[config.mk]
export PLATFORM = sky130hd
export DESIGN_NAME = vector_load_store_unit
export DESIGN_NICKNAME = d
export VERILOG_FILES = /design/src/rtl/vlsu_pkg.sv /design/src/rtl/lsu_tag_pipe.sv /design/src/rtl/vector_load_store_unit.sv
export SDC_FILE = /design/constraint.sdc
export NUM_CORES = 1
export LEC_CHECK = 0
export CAP_MARGIN = 0
export CORE_MARGIN = 5
export CORE_UTILIZATION = 53
export CTS_CLUSTER_SIZE = 40
export DETAILED_ROUTE_END_ITERATION = 16
export PLACE_DENSITY = 0.86
export SLEW_MARGIN = 20
export SYNTH_ARGS = -nofsm -noshare
export SYNTH_HDL_FRONTEND = slang
export SYNTH_SLANG_ARGS = --single-unit
export TNS_END_PERCENT = 100
[constraint.sdc]
create_clock -name clk -period 4.8 [get_ports clk]
set_input_delay 0.96 -clock clk [delete_from_list [all_inputs] [get_ports clk]]
set_output_delay 0.96 -clock clk [all_outputs]
set_load 0.02 [all_outputs]
[src/rtl/vlsu_pkg.sv]
`default_nettype none
// ============================================================================
// Module      : vlsu_pkg
// Description : Shared types and helpers for the vector load/store unit.
// Revision    : 1.0 - initial release
// ============================================================================
package vlsu_pkg;

    typedef enum logic [1:0] {
        ST_IDLE  = 2'd0,
        ST_ISSUE = 2'd1,
        ST_DRAIN = 2'd2,
        ST_DONE  = 2'd3
    } vlsu_state_e;

    // Lane index width, never narrower than one bit so single-lane builds still elaborate.
    function automatic int lane_idx_w(input int lanes);
        return (lanes > 1) ? $clog2(lanes) : 1;
    endfunction

endpackage
`default_nettype wire

[src/rtl/lsu_tag_pipe.sv]
`default_nettype none
// ============================================================================
// Module      : lsu_tag_pipe
// Description : DEPTH-stage shift register of {valid, lane} tags, sync clear.
// Revision    : 1.0 - initial release
// ============================================================================
module lsu_tag_pipe #(
    parameter int DEPTH = 1,
    parameter int IDX_W = 2
) (
    input  logic             clk,
    input  logic             rst,
    input  logic             i_clear,
    input  logic             i_valid,
    input  logic [IDX_W-1:0] i_lane,
    output logic             o_valid,
    output logic [IDX_W-1:0] o_lane
);

    logic [DEPTH-1:0] r_valid;
    logic [IDX_W-1:0] r_lane [DEPTH];

    for (genvar k = 0; k < DEPTH; k++) begin : g_stage
        always_ff @(posedge clk) begin
            if (rst || i_clear) begin
                r_valid[k] <= 1'b0;
                r_lane[k]  <= '0;
            end else if (k == 0) begin
                r_valid[k] <= i_valid;
                r_lane[k]  <= i_lane;
            end else begin
                r_valid[k] <= r_valid[(k > 0) ? k - 1 : 0];
                r_lane[k]  <= r_lane[(k > 0) ? k - 1 : 0];
            end
        end
    end

    assign o_valid = r_valid[DEPTH-1];
    assign o_lane  = r_lane[DEPTH-1];

endmodule
`default_nettype wire

[src/rtl/vector_load_store_unit.sv]
`default_nettype none
// ============================================================================
// Module      : vector_load_store_unit
// Description : Serialises vector/scalar loads and stores into per-lane accesses.
// Revision    : 1.0 - initial release
// ============================================================================
module vector_load_store_unit
    import vlsu_pkg::*;
#(
    parameter int LANES  = 4,
    parameter int LANE_W = 32,
    parameter int ADDR_W = 32,
    parameter int RD_LAT = 1
) (
    input  logic                    clk,
    input  logic                    reset,
    input  logic                    req_valid,
    input  logic                    req_write,
    input  logic                    req_vector,
    input  logic [ADDR_W-1:0]       req_base,
    input  logic [ADDR_W-1:0]       req_stride,
    input  logic [LANES-1:0]        req_mask,
    input  logic [LANES*LANE_W-1:0] req_wdata,
    input  logic                    abort,
    output logic [ADDR_W-1:0]       mem_addr,
    output logic                    mem_re,
    output logic                    mem_we,
    output logic [LANE_W-1:0]       mem_wdata,
    input  logic [LANE_W-1:0]       mem_rdata,
    output logic                    stall,
    output logic                    done,
    output logic [LANES*LANE_W-1:0] rdata
);

    localparam int                    LANE_IDX_W   = lane_idx_w(LANES);
    localparam logic [LANE_IDX_W-1:0] c_LAST_LANE  = LANE_IDX_W'(LANES - 1);
    localparam logic [2:0]            c_DRAIN_LAST = 3'(RD_LAT - 1);

    vlsu_state_e               r_state;
    logic                      r_write;
    logic                      r_vector;
    logic [ADDR_W-1:0]         r_stride;
    logic [LANES-1:0]          r_mask;
    logic [LANES*LANE_W-1:0]   r_wdata;
    logic [ADDR_W-1:0]         r_addr_acc;
    logic [LANE_IDX_W-1:0]     r_lane;
    logic [2:0]                r_drain_cnt;
    logic [ADDR_W-1:0]         r_addr_hold;
    logic [LANE_W-1:0]         r_wdata_hold;
    logic [LANES*LANE_W-1:0]   r_rdata;

    logic                      w_lane_en;
    logic                      w_issue;
    logic                      w_re;
    logic                      w_we;
    logic                      w_last_lane;
    logic [LANE_W-1:0]         w_lane_wdata;
    logic                      w_tag_valid;
    logic [LANE_IDX_W-1:0]     w_tag_lane;

    // Scalar ops always use lane 0 and ignore the mask.
    assign w_lane_en    = r_vector ? r_mask[r_lane] : 1'b1;
    assign w_last_lane  = r_vector ? (r_lane == c_LAST_LANE) : 1'b1;
    assign w_issue      = (r_state == ST_ISSUE) && w_lane_en && !abort;
    assign w_re         = w_issue && !r_write;
    assign w_we         = w_issue && r_write;
    assign w_lane_wdata = r_wdata[r_lane*LANE_W +: LANE_W];

    assign mem_re    = w_re;
    assign mem_we    = w_we;
    assign mem_addr  = w_issue ? r_addr_acc : r_addr_hold;
    assign mem_wdata = w_we ? w_lane_wdata : r_wdata_hold;
    assign done      = (r_state == ST_DONE);
    assign rdata     = r_rdata;

    always_comb begin
        stall = 1'b0;
        case (r_state)
            ST_IDLE:  stall = req_valid;
            ST_ISSUE: stall = 1'b1;
            ST_DRAIN: stall = 1'b1;
            default:  stall = 1'b0;
        endcase
    end

    always_ff @(posedge clk) begin
        if (reset) begin
            r_state     <= ST_IDLE;
            r_write     <= 1'b0;
            r_vector    <= 1'b0;
            r_stride    <= '0;
            r_mask      <= '0;
            r_wdata     <= '0;
            r_addr_acc  <= '0;
            r_lane      <= '0;
            r_drain_cnt <= '0;
        end else begin
            case (r_state)
                ST_IDLE: begin
                    if (req_valid) begin
                        r_write     <= req_write;
                        r_vector    <= req_vector;
                        r_stride    <= req_stride;
                        r_mask      <= req_mask;
                        r_wdata     <= req_wdata;
                        r_addr_acc  <= req_base;
                        r_lane      <= '0;
                        r_drain_cnt <= '0;
                        r_state     <= ST_ISSUE;
                    end
                end
                ST_ISSUE: begin
                    if (abort) begin
                        r_state <= ST_IDLE;
                    end else begin
                        r_addr_acc <= r_addr_acc + r_stride;
                        if (w_last_lane) begin
                            r_state <= r_write ? ST_DONE : ST_DRAIN;
                        end else begin
                            r_lane <= r_lane + LANE_IDX_W'(1);
                        end
                    end
                end
                ST_DRAIN: begin
                    if (abort) begin
                        r_state <= ST_IDLE;
                    end else if (r_drain_cnt == c_DRAIN_LAST) begin
                        r_state <= ST_DONE;
                    end else begin
                        r_drain_cnt <= r_drain_cnt + 3'd1;
                    end
                end
                default: r_state <= ST_IDLE;
            endcase
        end
    end

    always_ff @(posedge clk) begin
        if (reset) begin
            r_addr_hold  <= '0;
            r_wdata_hold <= '0;
            r_rdata      <= '0;
        end else begin
            if (w_issue) r_addr_hold <= r_addr_acc;
            if (w_we)    r_wdata_hold <= w_lane_wdata;
            if (r_state == ST_IDLE && req_valid) begin
                r_rdata <= '0;
            end else if (w_tag_valid && !abort) begin
                r_rdata[w_tag_lane*LANE_W +: LANE_W] <= mem_rdata;
            end
        end
    end

    lsu_tag_pipe #(
        .DEPTH (RD_LAT),
        .IDX_W (LANE_IDX_W)
    ) u_tag_pipe (
        .clk     (clk),
        .rst     (reset),
        .i_clear (abort),
        .i_valid (w_re),
        .i_lane  (r_lane),
        .o_valid (w_tag_valid),
        .o_lane  (w_tag_lane)
    );

endmodule
`default_nettype wire
Word-level counts from Yosys, hierarchy flattened
Memory sizes are Yosys's and may differ from the RTL's.
Cells that the tools add are included.
{"block": "totals", "reg_bits": 398, "ramBits": 2, "output_inout_bits": 196, "wordCells": 85, "mem_count": 1}
{"memory": "u_tag_pipe.r_lane", "depth": 1, "width": 2, "read_ports": 1, "rd_clocked_by_memory_dff": 0, "wr": 1, "line_no": "lsu_tag_pipe.sv:21", "source": "logic [IDX_W-1:0] r_lane [DEPTH];"}
{"block": "op_classes", "addsub": 4, "order_cmp": 1, "n_eq_ne": 11, "shifts": 3, "mux": 31, "n_reduce_logical": 21}
{"op": "$bwmux 128", "count": 1}
{"op": "$mux 32", "count": 4}
{"op": "$shift 32x34->128 const A", "count": 1}
{"op": "$shiftx 128x8->32", "count": 1}
{"op": "$shiftx 32x34->128", "count": 1}
{"op": "$pmux 32 s2", "count": 1}
{"op": "$neg 7->34", "count": 1}
{"op": "$add 32x32->32", "count": 1}
{"op": "$mux 2", "count": 9}
{"op": "$ne 2x2->1 const B", "count": 5}
{"op": "$mux 3", "count": 3}
{"op": "$mux 1", "count": 8}
{"op": "$reduce_and 4->1", "count": 2}
{"op": "$eq 2x2->1 const B", "count": 3}
{"op": "$logic_and 1x1->1", "count": 6}
{"op": "$ne 3x3->1 const B", "count": 2}
{"op": "$pmux 2 s3", "count": 1}
{"op": "$pmux 3 s2", "count": 1}
{"op": "$reduce_and 3->1", "count": 2}
{"op": "$reduce_or 2->1", "count": 3}
{"op": "$pmux 2 s2", "count": 1}
{"op": "$reduce_bool 2->1", "count": 2}
{"op": "$add 3x1->3 const B", "count": 1}
{"op": "$logic_not 3->1", "count": 1}
{"op": "9 further kinds", "count": 10}

Longest topological paths before layout
{"block": "logic_depth", "word_depth": 7, "ltp_mapped": 10}

Cells and area by module
A second synthesis with hierarchy kept.
{"block": "unflattened", "hier_cells": 1958, "hier_area_um2": 16886.2}
{"module": "vector_load_store_unit", "instances": 1, "cells_each": 1952, "area_each_um2": 16803.6, "seq_area_each_um2": 7947.6}
{"module": "lsu_tag_pipe", "instances": 1, "cells_each": 6, "area_each_um2": 82.6, "seq_area_each_um2": 60.1}

Least setup slack after synthesis
Ideal clock, no wire load.
{"block": "synth_path", "kind": "reg2out", "from": "register r_lane[0]", "to": "output port mem_wdata[10]", "t_arrival_ns": 2.112, "required_time_ns": 3.840, "slack_ns": 1.728, "stages_incl_launch_ff": 8, "cell_sequence": "dfxtp_1 -> buf_2 -> mux4_2 -> o21ai_2 -> inv_2 -> nand2_2 -> buf_4 -> mux2_2"}
{"block": "synth_via", "elab_chain_cells": 7}
{"element": "from (decl)", "line_no": "vector_load_store_unit.sv:46", "source": "logic [LANE_IDX_W-1:0] r_lane;"}
{"element": "from (signal assigned)", "line_no": "vector_load_store_unit.sv:120", "source": "r_lane <= r_lane + LANE_IDX_W'(1);"}
{"element": "branches (longest 6 deep; another with $shiftx 128x8->32)"}
{"element": "$mux 32 *"}
{"element": "to (decl)", "line_no": "vector_load_store_unit.sv:28", "source": "output logic [LANE_W-1:0] mem_wdata,"}
Mark *: on every way between the ends. The select of a mux whose other input is x is not followed.

Final worst setup path
{"block": "layout_path", "from": "register r_lane[0]", "to": "output port mem_wdata[5]"}
The elaborated chain is that of the path after synthesis.

==> results by group <==
Run status
  – Outcome: finished, final reports clean

Placement
  – Gpl congestion: 0.937
  – DP Worst Slack: between 0.7 and 0.8 ns
  – Placed cells: about 2,700
  – Detail Placement HPWL: 36,900 microns
  – Placed inst area: 21,300 sq um
  – IO Port Bufs: 429

Setup path
  – Critical path's top delay family: buffers and inverters
  – CP bufs+invs: 3
  – R2r startpoint: r_addr_acc[0]
  – Crit-path cells: mux4_2, o21ai_2, inv_2, nand2_2, buf_4, mux2_2, clkdlybuf4s50_1
  – Startpoint types: flop
  – Worst EP arrival: 3.38 ns
  – Crit path largest cell delay: 0.62 ns
  – Crit-path slowest cell: dfxtp_2
  – Flop2flop setup slack: 1.66 ns
  – Req. time, crit path: 3.84 ns
  – Kind of end point of the critical path: primary output
  – Worst R2R Path Depth: 10
  – CP Class: flop to primary output
  – Reg2reg end: r_addr_acc[30]
  – Crit path max fanout: 33

Power and ir drop
  – Int Pwr: around 6 mW
  – P_sw: 2.28 mW
  – Leak: ~8.6 nW
  – Sw frac: 27.5%
  – Clock group share of total power: 38.0%
  – PD cells: 366 nW/um^2
  – Maximum vdd drop: 0.292 mV
  – Total power: approximately 8.3 mW
  – Combinational power share: 17.7%
  – Seq pwr share: 44.3%

Synth
  – Synth top area share: 47.7%
  – Synth warn: 0
  – Mapped Cells: 1,943
  – Number of synthesized flops with an enable pin: 0
  – Post-Syn Area: ~17,000 sq um
  – Ys async rst share: 0%
  – Synth area leader: dfxtp_1
  – Synth area leaders: dfxtp_1 48%, nand2_1 11%, a21oi_1 6.3%
  – Sequential area share after synthesis: about 48%
  – Most used DFF post-synth: dfxtp_1
  – Count of cell types in the netlist: 65
  – Syn nets: 2,221
  – Mapped Avg Cell Area: 8.64 sq um
  – Synth Register Bits: 400

Final layout
  – Commonest non-fill, non-tap cell in the layout: nand2_1
  – Share of post-route cells with drive strength above 1: 7.50%
  – Most frequent cells in the layout: 469 x nand2_1, 428 x clkdlybuf4s50_1, 398 x dfxtp_1, 212 x a21oi_1, 189 x nor2_1
  – Finished Core Util: 72.2%
  – NumNets Final: 2,582
  – Final Non-Filler Cells: ~2,700
  – Area grow syn2layout: 35.1%
  – Layout fillers: 2,263
  – Final instance area: about 23,000 sq um

Clocking
  – CTS H-tree depth: 2
  – Resized cells post-CTS: 0
  – Hold_buf cts: 0
  – CTS Root Cell: clkbuf_16
  – Clk buf depth: 3
  – Number of buffers created by CTS: 42
  – Register clock-pin slew on the reported worst setup and hold paths: 0.06 ns
  – Clock sink count: 400
  – Worst-Skew Late Latency: ~0.52 ns
  – Setup repair bufs after CTS: 0
  – TritonCTS clock tree: built

Floorplanning
  – Core Region: 31,400 sq um
  – FP Rows: 65
  – Area of the die: between 30,000 and 40,000 sq um
  – Die extent in x: 188 microns
  – Die height: 188 microns
  – IO Pins: 430
  – Starting density of the core: 53.5%

Drt
  – # DRC: 0
  – Detailed Route WL: 53,200 microns
  – Average wire per standard cell: 19.4 microns
  – Initial DRC count: roughly 1,100
  – DR pass1 iterations: 5
  – Post-DRT Antenna Nets: 0
  – Via count: roughly 16,000
  – Via density: between 5 and 6

Timing
  – Fmax: 0.230 GHz
  – Worst slew pin tran: 1.01 ns
  – Worst Clk Skew: around 0.0086 ns
  – Tmin final: 4.34 ns
  – Slew Limit Fails: 0
  – RSZ-0062 raised after global routing: no
  – Hold WS: 0.450 ns
  – Fin. Hold Viols: 0
  – Setup WS post-layout: 0.457 ns
  – Final period util: 90.5%
  – Relative slew slack: 33.0%
  – Setup TNS: 0 ns
  – Final setup violation count: 0

Hold path
  – Worst hold start: r_wdata[90]
  – Hold depth: 2
  – Hold Path Class: flop to flop
  – Worst Hold Path EP: r_wdata[90]

Global route
  – Tot GR Track Use: 28.7%
  – Largest net degree at the start of global routing: 198
  – Vias in the first global route: 15,459
  – First-pass GRT wire length: 83,500 microns
  – Initial antenna violation count: 14
  – Gr ovfl total: 0

Job
  – MaxCap Viol Count: 0
==> cell usage after synthesis, drive strengths merged, types with 4 or more instances <==
cell type	count
a211oi	23
a21boi	4
a21o	17
a21oi	214
a22oi	128
a311oi	5
a31oi	5
and3	6
buf	14
clkbuf	122
dfxtp	400
ha	43
inv	17
mux2	33
mux2i	14
mux4	33
nand2	471
nand2b	8
nand3	13
nand3b	4
nor2	189
nor2b	71
nor3	14
nor3b	4
nor4	7
o211ai	7
o21a	4
o21ai	14
or3	7
xnor2	12
xor2	7
==> power by group through the flow <==
| stage | logic [mW] | clock network, mW | registers, mW |
|---|---|---|---|
| finish | 1.47 | 3.15 | 3.68 |
| global route | 1.62 | 3.34 | 3.69 |
| CTS | 1.46 | 3.19 | 3.67 |
| detailed placement | 1.45 | 0 | 3.74 |
| global placement | 1.40 | 0 | 3.74 |
| floorplan | 0.952 | 0 | 3.68 |
==> logic make-up (layout without fill, tap and decap cells) <==
family / Yosys count / count (layout) / share of synthesized area (%)
flops: 400 / 400 / 47.7
mux: 80 / 80 / 7.50
fa+ha+maj: 44 / 44 / 3.33
xor+xnor: 19 / 19 / 0.992
other cells: 0 / 10 / 0
compound gates: 443 / 443 / 16.8
simple gates: 803 / 803 / 20.1
buf+inv: 154 / 544 / 3.53
==> worst max-delay path by stage <==
| stage | startpoint | end | slack, ns | cells after the start |
|---|---|---|---|---|
| floorplan | r_lane[0] | mem_wdata[10] | 1.73 | 7 |
| global placement | abort | mem_wdata[7] | 0.80 | 8 |
| detailed placement | abort | mem_wdata[5] | 0.73 | 8 |
| CTS | r_lane[0] | mem_wdata[5] | 0.44 | 7 |
| global route | r_lane[0] | mem_wdata[5] | 0.34 | 7 |
| finish | r_lane[0] | mem_wdata[5] | 0.46 | 7 |
==> tightest hold or removal path, cell delays in order, from the launching register on <==
cell,delay (ns)
dfxtp_1,0.30
nand2_1,0.05
a21oi_1,0.05
==> per-layer routing <==
| metal | routed length, microns | global-route usage, % | vias to the layer above | share of wire (%) |
|---|---|---|---|---|
| met4 | 2060 | 11.8 | 8 | 3.9 |
| met1 | 20600 | 35.0 | 7358 | 39 |
| met2 | 25600 | 48.4 | 751 | 48 |
| met3 | 4860 | 7.65 | 139 | 9.1 |
| met5 | 55 | 0 | - | 0.10 |
| li1 | - | - | 7404 | - |
==> sequential cells by signal (all words and copies together) (netlist names), 3 cells and up <==
name and count:
r_wdata_hold 32, r_addr_acc 32, r_stride 32, r_drain_cnt 3
r_addr_hold 32, r_wdata 128, rdata 128, r_mask 4
==> area by class of cell <==
type	instances	area [sq um]	area share (%)
clock buffer	61	1210	5.36
clock inverter	12	116	0.513
timing repair buffer	453	4500	19.9
inverter	18	67.6	0.298
multi-input combinational	1389	8220	36.3
tap	402	503	2.22
sequential	400	8010	35.3
antenna	10	25.0	0.110
Power figures use the tool's default switching activity.
